### config.mk
export PLATFORM = sky130hd
export DESIGN_NAME = decode_sched
export DESIGN_NICKNAME = d
export VERILOG_FILES = /design/src/rtl/pipes.sv /design/src/rtl/decode_sched_table.sv /design/src/rtl/decode_sched.sv
export SDC_FILE = /design/constraint.sdc
export NUM_CORES = 1
export LEC_CHECK = 0
export CORE_UTILIZATION = 55
export CTS_CLUSTER_DIAMETER = 80
export CTS_CLUSTER_SIZE = 20
export DETAILED_ROUTE_END_ITERATION = 7
export DONT_BUFFER_PORTS = 1
export HOLD_SLACK_MARGIN = 0.03
export PLACE_DENSITY = 0.75
export SYNTH_ARGS = -nofsm -noshare
export SYNTH_HDL_FRONTEND = slang
export SYNTH_HIERARCHICAL = 1
export SYNTH_SLANG_ARGS = --single-unit
### constraint.sdc
create_clock -name clk -period 3.13 [get_ports clk]
set_input_delay 0.313 -clock clk [delete_from_list [all_inputs] [get_ports clk]]
set_output_delay 0.313 -clock clk [all_outputs]
set_load 0.03 [all_outputs]
### src/rtl/pipes.sv
// Shared types for the decode scheduler: FSM states, operand-source select,
// and the in-flight table entry, plus the per-entry match helper.
package pipes;

    localparam int unsigned REG_AW  = 5;
    localparam logic [31:0] CNT_MAX = 32'hFFFF_FFFF;

    typedef enum logic [1:0] {
        ST_IDLE  = 2'd0,
        ST_RUN   = 2'd1,
        ST_HAZ   = 2'd2,
        ST_REDIR = 2'd3
    } sched_state_t;

    typedef enum logic [1:0] {
        FWD_RF  = 2'd0,
        FWD_EX  = 2'd1,
        FWD_MEM = 2'd2,
        FWD_WB  = 2'd3
    } fwd_sel_t;

    typedef struct packed {
        logic              valid;
        logic [REG_AW-1:0] rd;
        logic              rd_we;
        logic              is_load;
    } inflight_t;

    // A used source hits an entry only if that entry really writes a
    // non-zero register; x0 is hard-wired and never produces a dependency.
    function automatic logic src_hit(input inflight_t ent,
                                     input logic [REG_AW-1:0] ra,
                                     input logic used);
        return used && ent.valid && ent.rd_we &&
               (ent.rd != '0) && (ent.rd == ra);
    endfunction

    // Youngest producer wins: execute, then memory, then writeback.
    function automatic fwd_sel_t pick_src(input logic hit_e,
                                          input logic hit_m,
                                          input logic hit_w);
        if (hit_e)      return FWD_EX;
        else if (hit_m) return FWD_MEM;
        else if (hit_w) return FWD_WB;
        else            return FWD_RF;
    endfunction

endpackage

### src/rtl/decode_sched_table.sv
// Three-entry in-flight table (execute, memory, writeback) with source
// match, forwarding priority and hazard detection.
// Macro DECODE_SCHED_FWD_EN: defined -> forward from E/M/W and stall only on
// load-use; undefined -> no forwarding, stall on any in-flight match.
module decode_sched_table
    import pipes::*;
(
    input  logic              clk,
    input  logic              resetn,
    input  logic              shift_en,
    input  inflight_t         ent_in,
    input  logic [REG_AW-1:0] ra1,
    input  logic [REG_AW-1:0] ra2,
    input  logic              use1,
    input  logic              use2,
    output fwd_sel_t          fwd_a,
    output fwd_sel_t          fwd_b,
    output logic              hazard
);

    inflight_t e_q, m_q, w_q;
    inflight_t e_d, m_d, w_d;

    logic hit_a_e, hit_a_m, hit_a_w;
    logic hit_b_e, hit_b_m, hit_b_w;
    logic unused_load_bits;

    // Advance the pipeline image only when the back end moves.
    always_comb begin
        // NOTE: every always_comb target gets a default first so no latch is inferred.
        e_d = e_q;
        m_d = m_q;
        w_d = w_q;
        if (shift_en) begin
            w_d = m_q;
            m_d = e_q;
            e_d = ent_in;
        end
    end

    // Table registers.
    always_ff @(posedge clk or negedge resetn) begin
        if (!resetn) begin
            // NOTE: the table is only three entries, so each is cleared on reset; a stale valid bit would fake a hazard.
            e_q <= '0;
            m_q <= '0;
            w_q <= '0;
        end else begin
            // NOTE: non-blocking so all entries shift from their pre-edge values.
            e_q <= e_d;
            m_q <= m_d;
            w_q <= w_d;
        end
    end

    assign hit_a_e = src_hit(e_q, ra1, use1);
    assign hit_a_m = src_hit(m_q, ra1, use1);
    assign hit_a_w = src_hit(w_q, ra1, use1);
    assign hit_b_e = src_hit(e_q, ra2, use2);
    assign hit_b_m = src_hit(m_q, ra2, use2);
    assign hit_b_w = src_hit(w_q, ra2, use2);

    // Only the load flag in E matters to the forwarding policy.
    assign unused_load_bits = m_q.is_load ^ w_q.is_load ^ e_q.is_load;

    // Operand source selection and hazard decision.
    always_comb begin
        fwd_a  = FWD_RF;
        fwd_b  = FWD_RF;
        hazard = 1'b0;
`ifdef DECODE_SCHED_FWD_EN
        fwd_a  = pick_src(hit_a_e, hit_a_m, hit_a_w);
        fwd_b  = pick_src(hit_b_e, hit_b_m, hit_b_w);
        // Load data is not ready until memory, so a consumer right behind a
        // load has to wait one cycle and then take it from M.
        hazard = (hit_a_e | hit_b_e) & e_q.is_load;
`else
        hazard = hit_a_e | hit_a_m | hit_a_w | hit_b_e | hit_b_m | hit_b_w;
`endif
    end

endmodule

### src/rtl/decode_sched.sv
// Decode/issue scheduler: FSM, issue/stall/flush control and the hazard
// cycle counter around the in-flight table.
// Macro DECODE_SCHED_FWD_EN selects forwarding (defined) or stall-only
// (undefined) hazard handling; see decode_sched_table.
module decode_sched
    import pipes::*;
(
    input  logic              clk,
    input  logic              resetn,
    input  logic              dec_valid,
    input  logic [REG_AW-1:0] ra1,
    input  logic [REG_AW-1:0] ra2,
    input  logic              use1,
    input  logic              use2,
    input  logic [REG_AW-1:0] rd,
    input  logic              rd_we,
    input  logic              is_load,
    input  logic              ex_ready,
    input  logic              redirect,
    output logic              issue_valid,
    output logic              stall_f,
    output logic              flush_d,
    output logic [1:0]        fwd_a,
    output logic [1:0]        fwd_b,
    output logic [31:0]       hazard_cnt
);

    sched_state_t state_q, state_d;
    logic [31:0]  hazard_cnt_q, hazard_cnt_d;

    inflight_t ent_in;
    fwd_sel_t  fwd_a_sel, fwd_b_sel;
    logic      tbl_hazard;
    logic      data_haz;
    logic      count_haz;

    // Whatever issues this cycle becomes the new E entry; otherwise a bubble.
    assign ent_in.valid   = issue_valid;
    assign ent_in.rd      = rd;
    assign ent_in.rd_we   = rd_we;
    assign ent_in.is_load = is_load;

    decode_sched_table u_table (
        .clk      (clk),
        .resetn   (resetn),
        .shift_en (ex_ready),
        .ent_in   (ent_in),
        .ra1      (ra1),
        .ra2      (ra2),
        .use1     (use1),
        .use2     (use2),
        .fwd_a    (fwd_a_sel),
        .fwd_b    (fwd_b_sel),
        .hazard   (tbl_hazard)
    );

    assign fwd_a    = fwd_a_sel;
    assign fwd_b    = fwd_b_sel;
    assign data_haz = dec_valid & tbl_hazard;

    // Next state and control outputs: redirect beats a frozen back end,
    // which beats a data hazard. IDLE ignores everything so nothing leaks
    // out while reset is held or in the first cycle after release.
    always_comb begin
        state_d     = state_q;
        issue_valid = 1'b0;
        stall_f     = 1'b0;
        flush_d     = 1'b0;
        count_haz   = 1'b0;
        unique case (state_q)
            ST_IDLE: begin
                state_d = ST_RUN;
            end
            ST_REDIR: begin
                if (redirect) begin
                    flush_d = 1'b1;
                    state_d = ST_REDIR;
                end else begin
                    state_d = ST_RUN;
                end
            end
            ST_RUN, ST_HAZ: begin
                if (redirect) begin
                    flush_d = 1'b1;
                    state_d = ST_REDIR;
                end else if (!ex_ready) begin
                    stall_f = 1'b1;
                end else if (data_haz) begin
                    stall_f   = 1'b1;
                    count_haz = 1'b1;
                    state_d   = ST_HAZ;
                end else begin
                    issue_valid = dec_valid;
                    state_d     = ST_RUN;
                end
            end
            default: begin
                state_d = ST_IDLE;
            end
        endcase
    end

    // Hazard cycle counter, saturating at all-ones.
    always_comb begin
        hazard_cnt_d = hazard_cnt_q;
        if (count_haz && (hazard_cnt_q != CNT_MAX)) begin
            hazard_cnt_d = hazard_cnt_q + 32'd1;
        end
    end

    // State and counter registers.
    always_ff @(posedge clk or negedge resetn) begin
        if (!resetn) begin
            state_q      <= ST_IDLE;
            hazard_cnt_q <= '0;
        end else begin
            state_q      <= state_d;
            hazard_cnt_q <= hazard_cnt_d;
        end
    end

    assign hazard_cnt = hazard_cnt_q;

endmodule

# Word-level counts from Yosys, hierarchy flattened
# Index checks and enable logic that the tools add are counted.
# W data, S select, Z words.
[totals] ff_bits=55 in_bits=24 output_inout_bits=39 wordCells=78
[classes] n_addsub=1 n_eq_ne=11 n_mux=18 bitwise_logic=6 reduce_logical=31
[op_table] op="$add A32 B1 Y32 const B" count=1
[op_table] op="$ne A32 B32 Y1 const B" count=1
[op_table] op="$eq A5 B5 Y1" count=6
[op_table] op="$logic_and A1 B1 Y1" count=25
[op_table] op="$reduce_bool A5 Y1" count=3
[op_table] op="$mux W1" count=13
[op_table] op="$mux W2" count=4
[op_table] op="$pmux W2 S3" count=1
[op_table] op="$or A1 B1 Y1" count=5
[op_table] op="$eq A2 B2 Y1 const B" count=2
[op_table] op="$ne A3 B3 Y1 const B" count=1
[op_table] op="$reduce_or A3 Y1" count=1
[op_table] op="$eq A2 B1 Y1 const B" count=1
[op_table] op="$logic_not A2 Y1" count=1
[op_table] op="$reduce_or A2 Y1" count=1
[op_table] op="$and A1 B1 Y1" count=1

# Depth between registers and ports, before layout
# Gate-level depths: netlist of the first run.
[logic_depth] word_depth=15 ltp_mapped=11 ltp_nobuf=10

# By module
# Netlist of the first run, hierarchy kept.
[modules_own_cells] module="decode_sched" instances=1 cells_per_inst=177 area_per_inst_um2=1786.7 seq_area_each_um2=850.8
[modules_own_cells] module="decode_sched_table" instances=1 cells_per_inst=101 area_per_inst_um2=1201.2 seq_area_each_um2=525.5

# Worst setup path before layout of the first run
# OpenSTA, ideal clock, no wires.
[synth_timing] path_type="register to register" start="register u_table/e_q[3] (netlist name)" end="register u_table/e_q[7] (netlist name)" setup_ns=0.070 arrival_ns=2.323 required_time_ns=3.060 path_slack_ns=0.738 path_stages_with_launch=6 path_buffers=0 synth_period_minus_slack_ns=2.392 path_cell_list="dfrtp_1 or4_1 o2111ai_1 nand3_1 nor3b_1 mux2_2"
[synth_between] elab_chain_len=13
[synth_lines] element="from (decl)" line_no="decode_sched_table.sv:21" source="inflight_t e_q, m_q, w_q;"
[synth_lines] element="from (signal assigned)" line_no="decode_sched_table.sv:45" source="e_q <= '0;"
[synth_lines] element="from (signal assigned)" line_no="decode_sched_table.sv:50" source="e_q <= e_d;"
[synth_lines] element="$reduce_bool A5 Y1" line_no="pipes.sv:35" source="(ent.rd != '0) && (ent.rd == ra);"
[synth_lines] element="$logic_and A1 B1 Y1" line_no="pipes.sv:34" source="return used && ent.valid && ent.rd_we &&"
[synth_lines] element="$logic_and A1 B1 Y1" line_no="pipes.sv:35"
[synth_lines] element="$or A1 B1 Y1 (2 in series)" line_no="decode_sched_table.sv:78" source="hazard = hit_a_e | hit_a_m | hit_a_w | hit_b_e | hit_b_m | hit_b_w;"
[synth_lines] element="$or A1 B1 Y1 * (3 in series)" line_no="decode_sched_table.sv:78"
[synth_lines] element="via tbl_hazard" line_no="decode_sched.sv:33" source="logic tbl_hazard;"
[synth_lines] element="$and A1 B1 Y1 *" line_no="decode_sched.sv:59" source="assign data_haz = dec_valid & tbl_hazard;"
[synth_lines] element="$mux W1 *" line_no="decode_sched.sv:88" source="end else if (data_haz) begin"
[synth_lines] element="$mux W1 *" line_no="decode_sched.sv:86" source="end else if (!ex_ready) begin"
[synth_lines] element="$mux W1 *" line_no="decode_sched.sv:83" source="if (redirect) begin"
[synth_lines] element="$mux W1 *" line_no="decode_sched.sv:70" source="unique case (state_q)"
[synth_lines] element="via issue_valid" line_no="decode_sched.sv:20" source="output logic issue_valid,"
# Mark *: on every way through the listed nets, which the timed path passes. The rest lies on a longest branch.
# A chain may end at the register's enable or synchronous reset.

# Final worst setup path of the first run
[layout_timing] start="register u_table/e_q[4] (netlist name)" end="register hazard_cnt_q[17] (netlist: hazard_cnt[17])"
[layout_between] elab_chain_len=14
[layout_lines] element="$reduce_bool A5 Y1" line_no="pipes.sv:35"
[layout_lines] element="$logic_and A1 B1 Y1" line_no="pipes.sv:34"
[layout_lines] element="$logic_and A1 B1 Y1" line_no="pipes.sv:35"
[layout_lines] element="$or A1 B1 Y1 (2 in series)" line_no="decode_sched_table.sv:78"
[layout_lines] element="$or A1 B1 Y1 * (3 in series)" line_no="decode_sched_table.sv:78"
[layout_lines] element="via tbl_hazard" line_no="decode_sched.sv:33"
[layout_lines] element="$and A1 B1 Y1 *" line_no="decode_sched.sv:59"
[layout_lines] element="$mux W1 *" line_no="decode_sched.sv:88"
[layout_lines] element="$mux W1 *" line_no="decode_sched.sv:86"
[layout_lines] element="$mux W1 *" line_no="decode_sched.sv:83"
[layout_lines] element="$mux W1 *" line_no="decode_sched.sv:70"
[layout_lines] element="$logic_and A1 B1 Y1 *" line_no="decode_sched.sv:106" source="if (count_haz && (hazard_cnt_q != CNT_MAX)) begin"
[layout_lines] element="to (signal assigned)" line_no="decode_sched.sv:118" source="hazard_cnt_q <= hazard_cnt_d;"
[layout_lines] element="to (decl)" line_no="decode_sched.sv:29" source="logic [31:0] hazard_cnt_q, hazard_cnt_d;"
# Marked as above.

==> results of run 1 <==
-- placed cells by master, fill, tap and decap left out, types with 3 or more instances in the layout --
master,synthesis,routed
mux2_2,21,21
inv_1,4,4
xnor2_1,46,46
nand4_1,21,21
nor3_1,9,9
o22ai_1,3,3
nor2_1,10,10
ha_1,4,4
clkbuf_8,0,6
nor3b_1,3,3
buf_4,4,7
nor4_1,6,6
nand3_1,17,17
dfrtp_1,55,55
or4_1,4,4
and3_1,7,7
xor2_1,14,14
o2111ai_1,3,3
conb_1,1,4
nand2_1,18,18
-- layer usage --
layer	routed length [µm]	global-route usage	part of all wire	vias up
li1	-	-	-	1004
met1	2660	0.312	0.46	1007
met2	2830	0.352	0.49	61
met3	260	0.0476	0.045	4
met4	46	0.0576	0.0079	0
met5	0	0	0	-
-- kinds of logic (layout without fill, tap and decap cells) --
family,after synthesis,in the layout,share of synthesized area
AOI/OAI and AO/OA,13,13,0.0322
xor gates and xnor gates,60,60,0.176
adders and majority gates,4,4,0.0168
buffers and inverters,15,21,0.0255
DFF,55,55,0.461
muxes,22,22,0.0842
other,1,4,0.00126
and+or+nand+nor,108,108,0.204
-- metrics by stage --
stage	power [mW]	std cells	hold slack (ns)
CTS	1.50	355	0.143
global route	1.58	357	0.130
global placement	1.07	345	0.0193
detailed placement	1.08	345	0.0194
finish	1.49	357	0.152
floorplan	1.04	281	0.0174
-- layout make-up --
class,instances,area (µm²),area share
Clock buffer,6,82.6,0.0257
Tap cell,70,87.6,0.0272
Inverter,4,15.0,0.00467
Clock inverter,2,16.3,0.00506
Multi-Input combinational cell,211,1550,0.481
Sequential cell,55,1380,0.428
Timing Repair Buffer,9,90.1,0.0280
-- path summary, 6_finish.rpt --
kind,from,endpoint,slack (ns),cells past startpoint
setup / recovery,u_table/e_q[4],hazard_cnt[17],0.42,12
hold / removal,rd_we,u_table/e_q[1],0.15,1
setup reg to reg,u_table/e_q[4],hazard_cnt[17],0.42,12
hold reg to reg,u_table/w_q[1],u_table/w_q[1],0.54,1
max in group asynchronous,resetn,hazard_cnt[4],2.38,2
min in group asynchronous,resetn,u_table/e_q[5],0.52,2
-- synth_stat cells (2+ instances only) --
| master | number | share of area |
|---|---|---|
| and2_1 | 2 | 0.0042 |
| and3_1 | 7 | 0.015 |
| buf_2 | 4 | 0.0067 |
| buf_4 | 4 | 0.010 |
| clkbuf_1 | 3 | 0.0038 |
| dfrtp_1 | 55 | 0.46 |
| ha_1 | 4 | 0.017 |
| inv_1 | 4 | 0.0050 |
| mux2_2 | 21 | 0.079 |
| nand2_1 | 18 | 0.023 |
| nand3_1 | 17 | 0.028 |
| nand3b_1 | 2 | 0.0050 |
| nand4_1 | 21 | 0.044 |
| nor2_1 | 10 | 0.013 |
| nor3_1 | 9 | 0.015 |
| nor3b_1 | 3 | 0.0075 |
| nor4_1 | 6 | 0.013 |
| o2111ai_1 | 3 | 0.0088 |
| o22ai_1 | 3 | 0.0063 |
| or4_1 | 4 | 0.010 |
| xnor2_1 | 46 | 0.13 |
| xor2_1 | 14 | 0.041 |
-- what timing repair did --
item | in CTS | in global routing
endpoints found under the hold margin | 55 | 0
setup endpoints to repair | 0 | 9
resized for setup | 0 | 0
hold buffers | 2 | 0
setup buffers | 0 | 2
-- report_power, final --
part	internal [mW]	leakage, nW	switching, mW
combinational	0.131	0.599	0.124
clock	0.181	0.0474	0.227
sequential	0.762	0.717	0.0664
total	1.07	1.36	0.417
-- registers in the layout, indices dropped and copies added (netlist names) --
register,flops
u_table/e_q,7
state_q,2
u_table/m_q,7
u_table/w_q,7
hazard_cnt,32
-- critical path, delay by kind of cell, from the launching register on --
kind	cells	cell delay [ns]
and+or+nand+nor	5	0.90
AOI/OAI and AO/OA	3	0.49
DFF	1	0.47
xor gates and xnor gates	2	0.37
buffers and inverters	2	0.35
==> impl_metrics.ini, run 1 <==
[outcome]
status = finished, final reports clean

[setup_path]
cp_max_fo = 10
crit_arrival_ns = 2.88
crit_slowest_cell = dfrtp_1
slowest_delay_ns = 0.47
critPathCaptureType = flop
crit_type = flop to flop
crit_path_start_kind = flop
cp_cell_sequence = xnor2_1 -> nand4_1 -> o22ai_1 -> o2111ai_1 -> nand3_1 -> nand3_1 -> nor4_1 -> buf_4 -> o41a_1 -> buf_4 -> nand4_1 -> xnor2_1
cp.required_ns = 3.30

[yosys]
yosysUniqueCellTypes = 40
ys_warn_count = 6
synth_edf_count = 0
syn_inst = 278
synth_area_per_cell_um2 = 10.7
async_flop_share = 1.00
seq_area_frac_synth = 0.461
synth_flop_cell = dfrtp_1
synth_area_um2 = 2990
ys_seq_elements = 55

[flow_run]
max_cap_viol_count = 0

[sta]
drv_slew = 0
max_freq_mhz = 369
finalWorstSetupSlack_ns = 0.422
hold_viol_final = 0
finalSetupViolations = 0
fin_crit_sh = 0.865
tns_ns = 0
fin_crit_ns = 2.71
slew_headroom = 0.573
tightest_slew_ns = 0.643
final.setup_skew_ns = 0.00795
rsz0062_at_grt = no

[clock_tree]
cts_tree = built
cts_buffers = 5
cts_num_sinks = 55
cts.clk_slew.worst_paths_ns = 0.10
cts.root.buffer_cell = clkbuf_8
clock_latency_ns = 0.30
ctsHtreeMaxLevel = 2
clockBufferDepth = 2

[place]
place_area_um2 = 3060
hpwl_um = 4240
numPortBuffers = 0
place.gp.congestion = 0.810
dp_slack_ns = 0.328

[detailed_routing]
vias_per_cell = 5.82
drt.antenna.violating_nets = 0
drt-initial-drc-count = 156
vias = 2076
first_pass_iters = 5
post_drt_wl_per_cell_um = 16.2
drc_errors = 0
wirelength_um = 5800

[worst_hold_path]
hp-class = primary input to flop

[cells_and_area]
nets = 314
layout-drive-gt1-share = 0.146
area_growth_pct = 7.58
final_cell_area_um2 = 3210
diodes = 0
final_util = 0.621
fillCellCount = 437

[floorplanning]
core_area_um2 = 5170
io_pins = 63
fp.dieH_um = 75.7
dieArea_um2 = 5730
die_w_um = 75.7
initial_core_util = 0.578
rows = 26

[power]
irDropWorstVdd_uv = 212
leakagePower_nw = 1.36
powerDensity_nw_per_um2 = 464

[global_routing]
grt_max_degree = 56
grt_pass1_wl_um = 9590
antenna_found_initial = 0
track_usage = 0.222
overflow = 0
grt_pass1_vias = 2048
Power figures use the tool's default switching activity.
==> run 2: changes to the inputs <==
--- a/config.mk
+++ b/config.mk
@@ -5,14 +5,15 @@
 export SDC_FILE = /design/constraint.sdc
 export NUM_CORES = 1
 export LEC_CHECK = 0
+export ABC_AREA = 1
 export CORE_UTILIZATION = 55
 export CTS_CLUSTER_DIAMETER = 80
 export CTS_CLUSTER_SIZE = 20
 export DETAILED_ROUTE_END_ITERATION = 7
 export DONT_BUFFER_PORTS = 1
+export GPL_ROUTABILITY_DRIVEN = 0
 export HOLD_SLACK_MARGIN = 0.03
 export PLACE_DENSITY = 0.75
 export SYNTH_ARGS = -nofsm -noshare
 export SYNTH_HDL_FRONTEND = slang
-export SYNTH_HIERARCHICAL = 1
 export SYNTH_SLANG_ARGS = --single-unit
==> run 2 against run 1 <==
- fmax rose by 8.1%
- critical endpoint is now issue_valid
- global-route usage rose by 2.8 points
- first-iteration DRC count fell by 12%
- worst setup slack improved by 0.20 ns
- clock power fell by 2%
- synthesized area rose by 26%
- synthesized cell count rose by 110%
- power rose by 2.6%
- non-clock buffer count fell by 6
- via count rose by 64%
- largest cell class unchanged
==> impl_metrics.ini, run 2 <==
[yosys]
ys_seq_elements = 55
yosys-top-cells-count = nand2_1, inv_1, nor2_1
synth_top_area_share = 0.367
synth_compound_area_frac = 0.0413
ys_warn_count = 0
yosysUniqueCellTypes = 28
yosys-top-cells-area = dfrtp_1, nand2_1, inv_1
seq_area_frac_synth = 0.367
synth_flop_cell = dfrtp_1
synth_most_common_cell = nand2_1
yosys.area.top_type = dfrtp_1
yosys.area_share.simple = 0.435
syn_inst = 573
synth_mux_area_frac = 0
synth_top_family_by_area = simple AND/OR/NAND/NOR gates
synth_area_per_cell_um2 = 6.55
synth_area_um2 = 3750
async_flop_share = 1.00
synth_edf_count = 0
synth_fa_ha_area_frac = 0.0100
synth-xor-area-share = 0.0443

[sta]
hold_viol_final = 0
finalSetupViolations = 0
final.setup_skew_ns = 0.00431
max_freq_mhz = 399
tightest_slew_ns = 0.624
fin_crit_sh = 0.800
fin_crit_ns = 2.50
rsz0062_at_grt = no
drv_slew = 0
tns_ns = 0
slew_headroom = 0.581

[clock_tree]
cts_tree = built
cts_num_sinks = 55
clockBufferDepth = 2
cts_buffers = 5
cts.root.buffer_cell = clkbuf_8
cts_setup_buffers = 0
ctsHtreeMaxLevel = 2
cts.clk_slew.worst_paths_ns = 0.10
clock_latency_ns = 0.31

[setup_path]
cp.required_ns = 2.82
crit_family = simple AND/OR/NAND/NOR gates
cpMostUsedCell = nor2_1
cp_cell_sequence = nor2_1 -> nand4_1 -> nand2_1 -> nor2_1 -> nor2_1 -> nand3_4 -> nor2_1
crit_arrival_ns = 2.19
critPathCaptureType = output port
crit_slowest_cell = nor2_1
reg2regPathDepth = 12
crit_type = flop to output port
slowest_delay_ns = 0.51
critPathBufInv = 0
crit_path_start_kind = flop
cp_max_fo = 14
cp.depth = 7

[place]
hpwl_um = 6540
numPortBuffers = 0

[power]
irDropWorstVdd_uv = 189
p_sw_uw = 505
intPower_mw = 1.02
power.share.combinational = 0.210
sequentialPowerShare = 0.527
swShare = 0.330
powerDensity_nw_per_um2 = 389
p_clk_frac = 0.262
leakagePower_nw = 2.07

[floorplanning]
die_w_um = 84.6
dieArea_um2 = 7160
io_pins = 63
initial_core_util = 0.581
core_area_um2 = 6460
rows = 29
fp.dieH_um = 84.6

[detailed_routing]
first_pass_iters = 7
drt.antenna.violating_nets = 0
wirelength_um = 8520
drt-initial-drc-count = 138
post_drt_wl_per_cell_um = 13.0
vias = 3411
vias_per_cell = 5.22
drc_errors = 0

[cells_and_area]
diodes = 0
largest_register_ffs = 32
area_growth_pct = 4.57
final_util = 0.608
nets = 603
final_common_cell = nand2_1
final_cell_mix = nand2_1, inv_1, nor2_1
layout-drive-gt1-share = 0.0693

[outcome]
status = finished, final reports clean

[worst_hold_path]
hold_path_depth = 1
hp-class = primary input to flop

[global_routing]
antenna_found_initial = 0
overflow = 0
grt_pass1_vias = 3228
grt_pass1_wl_um = 14400
track_usage = 0.250
grt_max_degree = 56

[flow_run]
max_cap_viol_count = 0
run 2: cell count changes after synthesis, sizes merged, moves of 22 or more:
cell / change
nand2: +205
inv: +79
nor2: +66
xnor2: -33
o21ai: +28
mux2: -22
run 2: cell families (layout without fill, tap and decap cells):
logic type | Yosys count | after routing
compound gates | 31 | 31
buf+inv | 94 | 95
other cells | 1 | 4
flops | 55 | 55
fa+ha+maj | 3 | 3
xor+xnor | 19 | 19
simple gates | 370 | 370
run 2: power by group through the flow:
stage          sequential [mW]  combinational, mW  clock [mW]
3_5_place_dp             0.821              0.301           0
2_1_floorplan            0.810              0.257           0
6_report                 0.806              0.322       0.401
4_1_cts                  0.807              0.322       0.416
3_3_place_gp             0.820              0.292           0
5_1_grt                  0.815              0.370       0.441
run 2: worst reg2reg max path, cell delays in order (launching register included):
cell,delay [ns]
dfrtp_1,0.60
ha_1,0.27
nand3_1,0.15
nor2_2,0.19
nand2_2,0.11
inv_1,0.08
nand3_1,0.12
nor2_2,0.19
inv_2,0.09
nand3_4,0.14
inv_2,0.09
nand3b_1,0.09
nand2_1,0.05
run 2: layout make-up:
class,instances,area [µm²]
Inverter,84,315
Timing Repair Buffer,3,45.0
Clock inverter,3,18.8
Tap cell,77,96.3
Multi-Input combinational cell,427,2010
Sequential cell,55,1380
Clock buffer,5,68.8
Fill cell,619,2530
run 2: worst paths after layout:
kind | slack (ns) | to | start
setup reg to reg | 0.88 | hazard_cnt[5] | hazard_cnt[0]
min in group asynchronous | 0.52 | u_table.w_q[4] | resetn
max in group asynchronous | 2.36 | hazard_cnt[30] | resetn
hold reg to reg | 0.53 | u_table.w_q[1] | u_table.w_q[1]
hold / removal | 0.1 | u_table.m_q[7] | ex_ready
setup / recovery | 0.63 | issue_valid | u_table.w_q[3]
run 2: metrics by stage:
stage / instance area, µm² / instances / power, mW / hold WS [ns] / setup WS [ns]
2_1_floorplan: 3770 / 576 / 1.07 / 0.0174 / 0.932
3_3_place_gp: 3800 / 644 / 1.11 / 0.0189 / 0.916
3_5_place_dp: 3800 / 644 / 1.12 / 0.0190 / 0.875
4_1_cts: 3930 / 654 / 1.54 / 0.0915 / 0.622
5_1_grt: 3930 / 654 / 1.63 / 0.0842 / 0.478
6_report: 3930 / 654 / 1.53 / 0.0995 / 0.626
run 2: routing by layer:
metal  global-route usage  wire, µm
met2                0.436      4150
met5                    0         0
met4               0.0632       116
met3               0.0492       452
met1                0.319      3800
run 2: repair_timing:
action                     CTS  global route
hold endpoints to repair    55             0
setup endpoints to repair    0             0
gates resized for setup      0             0
hold buffers                 2             0
